==> src/rtl/rally_pkg.sv <==
// Shared rally-game types: level codes, round_tracker state encoding and sizing constants.
package rally_pkg;

   typedef enum logic [1:0] {
      LVL_NONE = 2'd0,
      LVL_1    = 2'd1,
      LVL_2    = 2'd2,
      LVL_3    = 2'd3
   } level_e;

   typedef enum logic [1:0] {
      StIdle = 2'd0,
      StRun  = 2'd1,
      StDone = 2'd2
   } rt_state_e;

   localparam int unsigned MAX_FLAGS = 8;
   localparam int unsigned SECS_W    = 8;

endpackage

==> src/rtl/round_tracker_if.sv <==
// Round-tracker bus: game/collision controls in, sticky round results and display values out.
interface round_tracker_if;
   import rally_pkg::*;

   logic                 game_active;
   logic [1:0]           level_id;
   logic                 flag_hit;
   logic [2:0]           flag_idx;
   logic                 time_out;
   logic                 all_flags;
   logic [SECS_W-1:0]    secs_left;
   logic [MAX_FLAGS-1:0] flags_mask;
   logic [3:0]           flags_count;
   logic                 sec_tick;

   modport master (
      output game_active, level_id, flag_hit, flag_idx,
      input  time_out, all_flags, secs_left, flags_mask, flags_count, sec_tick
   );

   modport slave (
      input  game_active, level_id, flag_hit, flag_idx,
      output time_out, all_flags, secs_left, flags_mask, flags_count, sec_tick
   );

endinterface

==> src/rtl/sec_prescaler.sv <==
// Free-running 0..CLK_HZ-1 counter; tick is high on the cycle the count wraps.
module sec_prescaler #(
   parameter int unsigned CLK_HZ = 50_000_000
) (
   input  logic clk,
   input  logic rst,
   input  logic clear,
   input  logic enable,
   output logic tick
);

   localparam int unsigned CntW = (CLK_HZ > 2) ? $clog2(CLK_HZ) : 1;
   localparam logic [CntW-1:0] CntMax = CntW'(CLK_HZ - 1);

   logic [CntW-1:0] cnt_q;

   assign tick = enable && (cnt_q == CntMax);

   always_ff @(posedge clk or posedge rst) begin
      if (rst) begin
         cnt_q <= '0;
      end else if (clear) begin
         cnt_q <= '0;
      end else if (enable) begin
         cnt_q <= tick ? '0 : cnt_q + 1'b1;
      end
   end

endmodule

==> src/rtl/round_tracker.sv <==
// Round countdown and flag bookkeeping with sticky time_out / all_flags results.
// Optional feature: define ROUND_TIME_BONUS_EN to add BONUS_SECS per newly collected flag.
module round_tracker
   import rally_pkg::*;
#(
   parameter int unsigned CLK_HZ     = 50_000_000,
   parameter int unsigned NUM_FLAGS  = 8,
   parameter int unsigned L1_SECS    = 90,
   parameter int unsigned L2_SECS    = 60,
   parameter int unsigned L3_SECS    = 45,
   parameter int unsigned BONUS_SECS = 5
) (
   input logic            clk,
   input logic            rst,
   round_tracker_if.slave bus
);

   localparam logic [3:0]           NumFlagsW = 4'(NUM_FLAGS);
   localparam logic [MAX_FLAGS-1:0] FullMask  = MAX_FLAGS'((9'd1 << NUM_FLAGS) - 9'd1);

   if (CLK_HZ < 2 || NUM_FLAGS < 1 || NUM_FLAGS > MAX_FLAGS || BONUS_SECS > 255 ||
       L1_SECS < 1 || L1_SECS > 255 || L2_SECS < 1 || L2_SECS > 255 ||
       L3_SECS < 1 || L3_SECS > 255) begin : g_bad_param
      $error("round_tracker: parameter out of range");
   end

   rt_state_e            state_q;
   logic                 ga_q;
   logic                 start;
   logic                 tick;
   logic [SECS_W-1:0]    load_secs;
   logic [MAX_FLAGS-1:0] hit_bit;
   logic [MAX_FLAGS-1:0] mask_nxt;
   logic                 mask_full;
   logic [3:0]           cnt_nxt;
   logic [SECS_W-1:0]    secs_base;
   logic [SECS_W-1:0]    secs_nxt;
`ifdef ROUND_TIME_BONUS_EN
   logic                 new_bit;
   logic [SECS_W:0]      bonus_sum;
`endif

   assign start = bus.game_active && !ga_q && (state_q != StRun);

   sec_prescaler #(
      .CLK_HZ(CLK_HZ)
   ) u_prescaler (
      .clk   (clk),
      .rst   (rst),
      .clear (start),
      .enable(state_q == StRun && bus.game_active),
      .tick  (tick)
   );

   always_comb begin
      load_secs = SECS_W'(L1_SECS);
      case (level_e'(bus.level_id))
         LVL_NONE, LVL_1: load_secs = SECS_W'(L1_SECS);
         LVL_2:           load_secs = SECS_W'(L2_SECS);
         LVL_3:           load_secs = SECS_W'(L3_SECS);
      endcase
   end

   always_comb begin
      hit_bit = '0;
      if (bus.flag_hit && ({1'b0, bus.flag_idx} < NumFlagsW)) hit_bit[bus.flag_idx] = 1'b1;
      mask_nxt  = bus.flags_mask | hit_bit;
      mask_full = (mask_nxt == FullMask);
      cnt_nxt   = '0;
      for (int i = 0; i < MAX_FLAGS; i++) cnt_nxt = cnt_nxt + {3'b0, mask_nxt[i]};
      // The final flag wins over a coincident last second: no decrement on that edge.
      secs_base = bus.secs_left;
      if (tick && !mask_full && bus.secs_left != '0) secs_base = bus.secs_left - 8'd1;
`ifdef ROUND_TIME_BONUS_EN
      new_bit   = |(hit_bit & ~bus.flags_mask);
      bonus_sum = {1'b0, secs_base} + (new_bit ? 9'(BONUS_SECS) : 9'd0);
      secs_nxt  = bonus_sum[SECS_W] ? '1 : bonus_sum[SECS_W-1:0];
`else
      secs_nxt  = secs_base;
`endif
   end

   always_ff @(posedge clk or posedge rst) begin
      if (rst) begin
         state_q         <= StIdle;
         ga_q            <= 1'b0;
         bus.time_out    <= 1'b0;
         bus.all_flags   <= 1'b0;
         bus.secs_left   <= '0;
         bus.flags_mask  <= '0;
         bus.flags_count <= '0;
         bus.sec_tick    <= 1'b0;
      end else begin
         ga_q         <= bus.game_active;
         bus.sec_tick <= 1'b0;
         case (state_q)
            StIdle, StDone: begin
               if (start) begin
                  state_q         <= StRun;
                  bus.secs_left   <= load_secs;
                  bus.flags_mask  <= '0;
                  bus.flags_count <= '0;
                  bus.time_out    <= 1'b0;
                  bus.all_flags   <= 1'b0;
               end
            end
            StRun: begin
               if (!bus.game_active) begin
                  state_q <= StIdle;
               end else begin
                  bus.sec_tick    <= tick;
                  bus.flags_mask  <= mask_nxt;
                  bus.flags_count <= cnt_nxt;
                  bus.secs_left   <= secs_nxt;
                  if (mask_full) begin
                     bus.all_flags <= 1'b1;
                     state_q       <= StDone;
                  end else if (secs_nxt == '0) begin
                     bus.time_out <= 1'b1;
                     state_q      <= StDone;
                  end
               end
            end
            default: state_q <= StIdle;
         endcase
      end
   end

endmodule

==> src/flat_wrapper.sv <==
// flat-port wrapper written by rule: the top's interface ports become plain ports
module round_tracker_flat import rally_pkg::*;
#(
   parameter int unsigned CLK_HZ     = 50_000_000,
   parameter int unsigned NUM_FLAGS  = 8,
   parameter int unsigned L1_SECS    = 90,
   parameter int unsigned L2_SECS    = 60,
   parameter int unsigned L3_SECS    = 45,
   parameter int unsigned BONUS_SECS = 5
)
  (clk, rst, bus_game_active, bus_level_id, bus_flag_hit, bus_flag_idx, bus_time_out, bus_all_flags, bus_secs_left, bus_flags_mask, bus_flags_count, bus_sec_tick);
  round_tracker_if bus_i ();
  input logic clk;
  input logic rst;
  input wire logic [$bits(bus_i.game_active)-1:0] bus_game_active;
  input wire logic [$bits(bus_i.level_id)-1:0] bus_level_id;
  input wire logic [$bits(bus_i.flag_hit)-1:0] bus_flag_hit;
  input wire logic [$bits(bus_i.flag_idx)-1:0] bus_flag_idx;
  output wire logic [$bits(bus_i.time_out)-1:0] bus_time_out;
  output wire logic [$bits(bus_i.all_flags)-1:0] bus_all_flags;
  output wire logic [$bits(bus_i.secs_left)-1:0] bus_secs_left;
  output wire logic [$bits(bus_i.flags_mask)-1:0] bus_flags_mask;
  output wire logic [$bits(bus_i.flags_count)-1:0] bus_flags_count;
  output wire logic [$bits(bus_i.sec_tick)-1:0] bus_sec_tick;
  assign bus_i.game_active = bus_game_active;
  assign bus_i.level_id = bus_level_id;
  assign bus_i.flag_hit = bus_flag_hit;
  assign bus_i.flag_idx = bus_flag_idx;
  assign bus_time_out = bus_i.time_out;
  assign bus_all_flags = bus_i.all_flags;
  assign bus_secs_left = bus_i.secs_left;
  assign bus_flags_mask = bus_i.flags_mask;
  assign bus_flags_count = bus_i.flags_count;
  assign bus_sec_tick = bus_i.sec_tick;
  round_tracker #(.CLK_HZ(CLK_HZ), .NUM_FLAGS(NUM_FLAGS), .L1_SECS(L1_SECS), .L2_SECS(L2_SECS), .L3_SECS(L3_SECS), .BONUS_SECS(BONUS_SECS)) u_core (.clk(clk), .rst(rst), .bus(bus_i));
endmodule
==> config.mk <==
export PLATFORM = sky130hd
export DESIGN_NAME = round_tracker_flat
export DESIGN_NICKNAME = d
export VERILOG_FILES = /design/src/rtl/rally_pkg.sv /design/src/rtl/round_tracker_if.sv /design/src/rtl/sec_prescaler.sv /design/src/rtl/round_tracker.sv /design/src/flat_wrapper.sv
export SDC_FILE = /design/constraint.sdc
export NUM_CORES = 1
export LEC_CHECK = 0
export ABC_CLOCK_PERIOD_IN_PS = 3610
export CAP_MARGIN = 20
export CORE_ASPECT_RATIO = 1.75
export CORE_MARGIN = 1.5
export CORE_UTILIZATION = 51
export CTS_CLUSTER_SIZE = 10
export DETAILED_ROUTE_END_ITERATION = 7
export HOLD_SLACK_MARGIN = 0.12
export PLACE_DENSITY = 0.84
export SYNTH_ARGS = -nofsm -noshare
export SYNTH_HDL_FRONTEND = slang
export SYNTH_SLANG_ARGS = --single-unit
==> constraint.sdc <==
create_clock -name clk -period 3.61 [get_ports clk]
set_clock_uncertainty 0.15 [all_clocks]
set_input_delay 0.5415 -clock clk [delete_from_list [all_inputs] [get_ports clk]]
set_output_delay 0.5415 -clock clk [all_outputs]
set_load 0.02 [all_outputs]
* After elaboration in Yosys (flattened, before gate mapping) *
Cells that the tools add are included.

cells by class
  reductions and logical operators = 21
  mux-type cells = 32
  eq/ne operators = 14
  magnitude comparators = 2
  add/subtract/negate cells = 9
  bitwise operators = 1

operator list
  cell                     number
  $mux W26                 3
  $mux W8                  6
  $pmux W8 S2              2
  $add A26 B1 Y26 const B  1
  $eq A26 B26 Y1 const B   1
  $add A4 B1 Y4            6
  $pmux W8 S3              1
  $mux W1                  9
  $eq A8 B8 Y1 const B     1
  $logic_not A8 Y1         1
  $mux W2                  4
  $mux W4                  2
  $or A8 B8 Y8             1
  $pmux W4 S2              1
  $reduce_bool A8 Y1       1
  $sub A8 B1 Y8 const B    1
  $logic_and A1 B1 Y1      7
  $eq A2 B2 Y1 const B     3
  $ne A2 B1 Y1 const B     3
  $ne A2 B2 Y1 const B     3
  $reduce_and A5 Y1        1
  $eq A2 B1 Y1 const B     2
  $logic_not A2 Y1         2
  $lt A3 B4 Y1 const B     1
  12 further kinds         16

storage, ports and cells
  word-level logic and storage cells = 88
  register bits = 52
  output and inout bits = 23
  input bits = 9

* Longest topological paths before layout *
Gate-level depths: netlist of run 1.

  depth in word-level cells = 16
  gate-level depth with buffers = 13
  depth with buffers taken out = 13

* Cells and area by module *
From an unflattened synthesis of run 1, not the netlist that was laid out.

unflattened totals
  cells, all modules = 348
  area, all modules = 3143.0 um2

by module, submodules not included
  module         times used  cells an instance  area each (um2)  sequential area each (um2)
  round_tracker  1           184                1630.3           650.6
  sec_prescaler  1           164                1512.7           650.6

* Worst setup path after synthesis of run 1 *
OpenSTA, ideal clock, no wires.

  path type = input port to flip-flop
  start point = input port bus_flag_idx[2]
  end point = register u_core.bus.flags_count[1]
  setup time = 121 ps
  data arrival time = 3499 ps
  data required time = 3339 ps
  path buffers = 0
  stages = 12
  slack = -160 ps
  cells stage by stage = and2b_1 > a31o_2 > ha_1 > inv_1 > fa_1 > inv_1 > fa_1 > inv_1 > fa_1 > inv_1 > fa_1 > a22o_1

on the way
  cells in the longest elaborated chain, start to end = 15
  elaborated cells on any way between the ends = 16
  classes of those cells = 7 x add/sub; 2 x order compare; 5 x mux; 1 x bitwise; 1 x reduce/logical

RTL lines
  element                                                             RTL line                RTL
  start: declaration                                                  flat_wrapper.sv:18      input wire logic [$bits(bus_i.flag_idx)-1:0] bus_flag_idx;
  $lt A3 B4 Y1 (not written as such) or $ge A3 B1 Y1 (tied branches)  round_tracker.sv:66     if (bus.flag_hit && ({1'b0, bus.flag_idx} < NumFlagsW)) hit_bit[bus.flag_idx] = 1'b1;
  $logic_and A1 B1 Y1 (not written as such)                           round_tracker.sv:66
  $mux W1 (not written as such)                                       round_tracker.sv:66
  $demux W1 S3 (*)                                                    --
  $mux W8 (*)                                                         round_tracker.sv:66
  $or A8 B8 Y8 (*)                                                    round_tracker.sv:67     mask_nxt = bus.flags_mask | hit_bit;
  $add A1 B1 Y2                                                       round_tracker.sv:70     for (int i = 0; i < MAX_FLAGS; i++) cnt_nxt = cnt_nxt + {3'b0, mask_nxt[i]};
  $add A4 B1 Y4 (5 in series)                                         round_tracker.sv:70
  $add A4 B1 Y4 (*)                                                   round_tracker.sv:70
  $mux W4 (*)                                                         round_tracker.sv:108    if (!bus.game_active) begin
  $pmux W4 S2 (*)                                                     round_tracker.sv:96     case (state_q)
  end signal: assignment                                              round_tracker.sv:113    bus.flags_count <= cnt_nxt;
  end: declaration                                                    round_tracker_if.sv:23  output time_out, all_flags, secs_left, flags_mask, flags_count, sec_tick

Every way passes the cells marked *; elsewhere a longest branch is shown, timed or not. The select of a mux whose other input is x is not followed.
A chain may end at the register's enable or synchronous reset.

* Worst setup path in the final report of run 1 *
  start point = input port bus_flag_hit
  end point = register u_core.bus.flags_count[1]

on the way
  cells in the longest elaborated chain, start to end = 11

RTL lines
  element                      RTL line              RTL
  start: declaration           flat_wrapper.sv:17    input wire logic [$bits(bus_i.flag_hit)-1:0] bus_flag_hit;
  $mux W8 (*)                  round_tracker.sv:66
  $or A8 B8 Y8 (*)             round_tracker.sv:67
  $add A1 B1 Y2                round_tracker.sv:70
  $add A4 B1 Y4 (5 in series)  round_tracker.sv:70
  $add A4 B1 Y4 (*)            round_tracker.sv:70
  $mux W4 (*)                  round_tracker.sv:108
  $pmux W4 S2 (*)              round_tracker.sv:96

Marks and branches as above.

==> qor.yml, run 1 <==
status: "complete, no violations"
routed_wl_um: 7200
grt_use_total_pct: 24.0
avgViaCountPerCell: 5.85
num_vias: 2695
rsz0062_at_grt: "no"
worstHoldPathCells: 1
synth.area.mux_share_pct: 1.18
leakage_nw: 1.53
route.detailed.drc: 0
gp_congestion: 0.934
fin_area_mm2: 0.00366
yosys_warnings: 0
final_core_util_pct: 62.8
synthCells: 339
drive_gt1_share_pct: 14.4
clk_pin_slew_ns: 0.10
grt_pass1_vias: 2711
ff2ff_setup_slack_ns: 0.26
synth_area_leaders: "dfrtp_1 42%, nand2_1 5.0%, nor2_1 4.8%, o21ai_1 3.6%, nand3_1 3.3%"
r2r_start: "u_core.bus.flags_mask[0]$_DFFE_PP0P_"
power.share.combinational_pct: 25.3
netlist_area_mm2: 0.00308
critPathMaxStageDelay_ns: 0.49
synthSimpleGateAreaFrac_pct: 25.6
arrival_ns: 3.62
initial_core_util_pct: 52.8
die_w_um: 61.7
worstRegToRegCells: 11
pin_count: 32
synthAdderAreaFrac_pct: 5.04
synth_compound_area_share_pct: 18.9
synth_top_family_by_area: "simple AND/OR/NAND/NOR gates"
synthArstFlopShare_pct: 100
worstHoldStart: "u_core.u_prescaler.cnt_q[25]$_DFFE_PP0P_"
grt_pass1_wl_um: 12000
slew-limit-headroom_pct: 42.5
endpoint_kind: "flip-flop"
fin_hold_ws_ns: 0.354
grt_max_degree: 30
diodes: 0
wl_per_cell_um: 15.6
cts_hold_buffers: 0
fin_ws_ns: 0.0450
hold_class: "reg -> reg"
power_density_mw_per_mm2: 393
die_h_um: 106
crit_type: "in -> reg"
power.switching_w: 0.000462
reg2reg_to: "u_core.bus.flags_count[1]$_DFFE_PP0P_"
tightest_slew_ns: 0.861
seq_area_frac_synth_pct: 42.3
place_ws_ns: -0.619
synth.distinct_cells: 59
synth_nets: 358
fillers: 494
cts_root_buffer: "clkbuf_8"
cts_tree: "yes"
synth_top_area_cell: "dfrtp_1"
synth_top_flop_cell: "dfrtp_1"
clock_latency_ns: 0.32
cp_max_fo: 3
synth-xor-area-share_pct: 3.41
critPathLaunch: "bus_flag_hit"
row_count: 37
antenna_found_initial: 0
syn_avg_cell_area_um2: 9.08
hpwlAfterDp_um: 5250
synth_top_area_share_pct: 42.3
htreeDepth: 2
fin_crit_sh_pct: 98.8
clock_path_buffers: 2
crit_required_ns: 3.66
total_power_w: 0.00144
irDropWorstVdd_mv: 0.334
cts_sinks: 52
swShare_pct: 32.1
yosys-top-cells-count: "52 x dfrtp_1, 41 x nand2_1, 39 x nor2_1, 22 x o21ai_1, 20 x nand3_1"
synth_edf_count: 0
whs_endpoint: "u_core.u_prescaler.cnt_q[25]$_DFFE_PP0P_"
io_buffers: 31
fin_crit_ns: 3.56
finalHoldViolations: 0
critPathSlowestCell: "fa_1"
p_seq_share_pct: 46.3
ant_nets: 0
drt_first_pass_iters: 5
clock.fmax_mhz: 281
dieArea_mm2: 0.00653
ys_seq_elements: 52
max-cap-violations: 0
area_delta_synth_final_pct: 19.0
crit_chain: "clkdlybuf4s15_1, and2b_2, a31o_4, ha_4, inv_2, fa_1, inv_1, fa_1, inv_2, fa_2, inv_2, fa_1, a22o_1"
register_area_mm2: 0.00130
core_mm2: 0.00583
multiInputGateArea_mm2: 0.00169
cts_inserted_buffers: 5
setup_viol: 0
intPower_w: 0.000976
yosysMostFrequentCell: "dfrtp_1"
nNetsFinal: 401
slew_violations: 0
drt_iter0_markers: 146
postPlaceCellArea_mm2: 0.00355
grt.overflow.total: 0
worstSetupStartpointType: "primary input"
pwr-share-clk_pct: 28.4
==> cell usage in the layout (no fill, tap or decap), types with 4 or more instances in the layout <==
cell and n:
nor3_2 6, dfrtp_1 52, a21oi_1 18, clkdlybuf4s50_1 27, a22o_1 4, buf_4 14
a21boi_0 4, o21ai_1 22, clkbuf_8 5, inv_1 11, nor2_1 39, inv_2 5
o21ai_0 11, and3_1 4, nor4_1 4, ha_1 5, xor2_1 8, nand3_1 20
nand2_1 41, xnor2_1 4, o31ai_1 7
==> worst max-delay path, delay by kind of cell <==
family / cells / cell delay (ns)
adders and majority gates: 5 / 2.01
AOI/OAI and AO/OA: 2 / 0.47
buffers and inverters: 5 / 0.37
and+or+nand+nor: 1 / 0.22
==> power groups by stage <==
stage,sequential [W],clock (W),combinational [W]
2_1_floorplan,0.000704,0,0.000200
3_3_place_gp,0.000675,0,0.000351
3_5_place_dp,0.000676,0,0.000361
4_1_cts,0.000665,0.000420,0.000366
6_report,0.000666,0.000409,0.000364
5_1_grt,0.000672,0.000439,0.000398
==> final cells by class <==
cell class	instances	share of cell area, %
tap	78	2.66
clock inverter	3	1.16
multi-input combinational	262	46.2
timing repair buffer	45	10.9
inverter	16	1.64
sequential	52	35.5
clock buffer	5	1.88
==> what timing repair did <==
| item | CTS | global route |
|---|---|---|
| pin swaps | 8 | 1 |
| endpoints found under the setup margin | 2 | 1 |
| setup buffers | 1 | 0 |
| hold endpoints to repair | 0 | 0 |
| cloned | 0 | 0 |
| gates resized for setup | 12 | 3 |
==> per-stage QoR <==
step,TNS (ns),std cells
global route,0,461
detailed placement,-1.41,452
floorplan,0,339
finish,0,461
CTS,0,461
global placement,-1.10,452
==> worst max-delay path by stage <==
stage               slack, ns  cells after the start                               endpoint
CTS                     0.004                     13  u_core.bus.flags_count[1]$_DFFE_PP0P_
detailed placement      -0.62                     13  u_core.bus.flags_count[1]$_DFFE_PP0P_
floorplan                0.02                     12  u_core.bus.flags_count[1]$_DFFE_PP0P_
global route            0.003                     13  u_core.bus.flags_count[1]$_DFFE_PP0P_
global placement        -0.55                     13  u_core.bus.flags_count[1]$_DFFE_PP0P_
finish                   0.05                     13  u_core.bus.flags_count[1]$_DFFE_PP0P_
==> cells by family after synthesis <==
family,count (synthesis)
buf+inv,25
flops,52
compound gates,87
simple gates,150
xor+xnor,12
fa+ha+maj,10
mux,3
==> routing by layer <==
layer  global-route usage [%]  part of all wire [%]  wire, µm
met1                     27.5                    38      2760
met5                        0                     0         0
met3                     4.05                   3.9       281
met2                     41.0                    55      3920
met4                     11.7                   3.2       231
==> sequential cells by signal (all words and copies together), names as in the netlist <==
signal and count:
u_core.bus.all_flags 1, u_core.bus.flags_count 4, u_core.bus.flags_mask 8, u_core.bus.sec_tick 1, u_core.bus.secs_left 8, u_core.bus.time_out 1
u_core.ga_q 1, u_core.state_q 2, u_core.u_prescaler.cnt_q 26
Power figures use the tool's default switching activity.
==> inputs of run 2 (changes only) <==
--- a/config.mk
+++ b/config.mk
@@ -6,14 +6,14 @@
 export NUM_CORES = 1
 export LEC_CHECK = 0
 export ABC_CLOCK_PERIOD_IN_PS = 3610
-export CAP_MARGIN = 20
 export CORE_ASPECT_RATIO = 1.75
 export CORE_MARGIN = 1.5
-export CORE_UTILIZATION = 51
+export CORE_UTILIZATION = 53
+export CTS_BUF_LIST = sky130_fd_sc_hd__clkbuf_2 sky130_fd_sc_hd__clkbuf_4 sky130_fd_sc_hd__clkbuf_8
 export CTS_CLUSTER_SIZE = 10
 export DETAILED_ROUTE_END_ITERATION = 7
 export HOLD_SLACK_MARGIN = 0.12
-export PLACE_DENSITY = 0.84
+export PLACE_DENSITY = 0.86
 export SYNTH_ARGS = -nofsm -noshare
 export SYNTH_HDL_FRONTEND = slang
 export SYNTH_SLANG_ARGS = --single-unit
==> run 2 against run 1 <==
  * Combinational power barely moved
  * Critical endpoint unchanged
  * Cell count did not move
  * Largest cell class unchanged
  * Global-route usage rose by 0.44 points
  * Sequential power is essentially flat
==> qor.yml, run 2 (same netlist as run 1, synthesis figures left out) <==
register_area_mm2: 0.00130  # unchanged
slew_violations: 0  # unchanged
fin_crit_sh_pct: 97.9  # was 98.8%
status: "complete, no violations"  # unchanged
htreeDepth: 2  # unchanged
endpoint_kind: "flip-flop"  # unchanged
die_h_um: 104  # was 106 µm
power.share.combinational_pct: 25.4  # was 25.3%
die_w_um: 60.6  # was 61.7 µm
worstHoldStart: "u_core.u_prescaler.cnt_q[25]$_DFFE_PP0P_"  # unchanged
clock_latency_ns: 0.31  # was 0.32 ns
fillers: 457  # was 494
cts_tree: "yes"  # unchanged
fin_crit_ns: 3.53  # was 3.56 ns
dieArea_mm2: 0.00629  # was 0.00653 mm²
largest_reg_flops: 26  # unchanged
leakage_nw: 1.54  # was 1.53 nW
row_count: 36  # was 37
routed_wl_um: 7250  # was 7200 µm
power_density_mw_per_mm2: 392  # was 393 mW/mm²
cts_sinks: 52  # unchanged
max-cap-violations: 0  # unchanged
drive_gt1_share_pct: 15.1  # was 14.4%
reg.largest.list: "u_core.u_prescaler.cnt_q x26, u_core.bus.flags_mask x8, u_core.bus.secs_left x8"  # unchanged
total_power_w: 0.00144  # about the same
antenna_found_initial: 0  # unchanged
cts_inserted_buffers: 5  # unchanged
layout_common_cells: "52 x dfrtp_1, 41 x nand2_1, 39 x nor2_1"  # unchanged
gp_congestion: 0.901  # was 0.934
pwr-share-clk_pct: 28.2  # was 28.4%
num_vias: 2705  # was 2695
diodes: 0  # unchanged
grt_max_degree: 41  # was 30
crit_required_ns: 3.66  # about the same
area_delta_synth_final_pct: 19.2  # was 19.0%
rsz0062_at_grt: "yes"  # was no
irDropWorstVdd_mv: 0.284  # was 0.334 mV
io_buffers: 31  # unchanged
top_register: "u_core.u_prescaler.cnt_q"  # unchanged
worstSetupStartpointType: "primary input"  # unchanged
grt_use_total_pct: 24.5  # was 24.0%
intPower_w: 0.000977  # was 0.000976 W
multiInputGateArea_mm2: 0.00169  # unchanged
finalHoldViolations: 0  # unchanged
cp_max_fo: 3  # unchanged
cts_root_buffer: "clkbuf_8"  # unchanged
critPathMaxStageDelay_ns: 0.52  # was 0.49 ns
swShare_pct: 32.2  # was 32.1%
final_core_util_pct: 65.7  # was 62.8%
crit_type: "in -> reg"  # unchanged
hpwlAfterDp_um: 5270  # was 5250 µm
p_seq_share_pct: 46.4  # was 46.3%
avgViaCountPerCell: 5.87  # was 5.85
clk_pin_slew_ns: 0.10  # about the same
clock.fmax_mhz: 283  # was 281 MHz
core_mm2: 0.00559  # was 0.00583 mm²
grt_pass1_vias: 2639  # was 2711
arrival_ns: 3.59  # was 3.62 ns
wl_per_cell_um: 15.7  # was 15.6 µm
grt.overflow.total: 0  # unchanged
r2r_start: "u_core.bus.flags_mask[0]$_DFFE_PP0P_"  # unchanged
critPathLaunch: "bus_flag_idx[2]"  # was bus_flag_hit
drt_first_pass_iters: 4  # was 5
slew-limit-headroom_pct: 42.8  # was 42.5%
power.switching_w: 0.000463  # was 0.000462 W
ant_nets: 0  # unchanged
initial_core_util_pct: 55.1  # was 52.8%
crit_chain: "clkbuf_2, and2b_2, a21o_2, ha_4, inv_2, fa_1, inv_1, fa_1, inv_2, fa_2, inv_2, fa_1, a22o_1"  # was clkdlybuf4s15_1, and2b_2, a31o_4, ha_4, inv_2, fa_1, inv_1, fa_1, inv_2, fa_2, inv_2, fa_1, a22o_1
final_common_cell: "dfrtp_1"  # unchanged
clock_path_buffers: 2  # unchanged
setup_viol: 0  # unchanged
nNetsFinal: 403  # was 401
grt_pass1_wl_um: 12100  # was 12000 µm
drt_iter0_markers: 183  # was 146
hold_class: "reg -> reg"  # unchanged
route.detailed.drc: 0  # unchanged
tightest_slew_ns: 0.855  # was 0.861 ns
pin_count: 32  # unchanged
critPathSlowestCell: "fa_1"  # unchanged
setup_tns_ns: 0  # unchanged
[run 2: changes by cell type in the layout (fill, tap and decap cells not counted)]
cell             before  now
buf_4                14   16
clkdlybuf4s15_1       1    0
buf_2                 1    0
clkbuf_2              2    4
[run 2: through the flow]
| stage | setup WS [ns] | std cells | area [µm²] | hold WS (ns) |
|---|---|---|---|---|
| final | 0.0773 | 461 | 3670 | 0.347 |
| after global routing | -0.0137 | 461 | 3670 | 0.351 |
| after CTS | 0.00351 | 459 | 3670 | 0.342 |
| after detailed placement | -0.616 | 451 | 3550 | 0.327 |
| after global placement | -0.537 | 451 | 3550 | 0.329 |
| after floorplan | 0.0200 | 339 | 3090 | 0.289 |
[run 2: critical path, delay by kind of cell]
family,cells,cell delay (ns)
and+or+nand+nor,1,0.24
adders and majority gates,5,2.04
buffers and inverters,5,0.30
AOI/OAI and AO/OA,2,0.45
[run 2: path summary, 6_finish.rpt]
check / slack (ns) / depth (start not counted) / endpoint
setup / recovery: 0.08 / 13 / u_core.bus.flags_count[1]$_DFFE_PP0P_
hold / removal: 0.35 / 1 / u_core.u_prescaler.cnt_q[25]$_DFFE_PP0P_
setup reg to reg: 0.25 / 11 / u_core.bus.flags_count[1]$_DFFE_PP0P_
hold reg to reg: 0.35 / 1 / u_core.u_prescaler.cnt_q[25]$_DFFE_PP0P_
max in group asynchronous: 2.12 / 3 / u_core.u_prescaler.cnt_q[16]$_DFFE_PP0P_
min in group asynchronous: 0.57 / 2 / u_core.u_prescaler.cnt_q[4]$_DFFE_PP0P_
[run 2: metal layers]
layer  vias to the layer above  global-route usage, %  share of wire [%]
met2                        64                   43.2                 56
li1                       1294                      -                  -
met3                        16                   2.62                3.0
met5                         -                      0                  0
met1                      1331                   29.0                 38
met4                         0                   9.16                2.3
[run 2: repair_timing]
action,in CTS,in global routing
endpoints found under the setup margin,2,1
resized for setup,6,9
pin swaps,4,5
buffers inserted,0,2
hold buffers,0,0
[run 2: final cells by class]
cell class / instances / share of cell area [%]
well taps: 76 / 2.59
repair buffers: 47 / 11.2
multi-input cells: 262 / 46.1
flip-flops and latches: 52 / 35.4
inverters: 16 / 1.64
clock buffers: 5 / 1.87
clock inverters: 3 / 1.16
[run 2: power groups by stage]
stage	sequential [W]	clock [W]	combinational [W]
after floorplan	0.000704	0	0.000200
after global placement	0.000674	0	0.000350
after detailed placement	0.000677	0	0.000362
after CTS	0.000666	0.000411	0.000363
after global routing	0.000674	0.000425	0.000401
final	0.000668	0.000406	0.000366
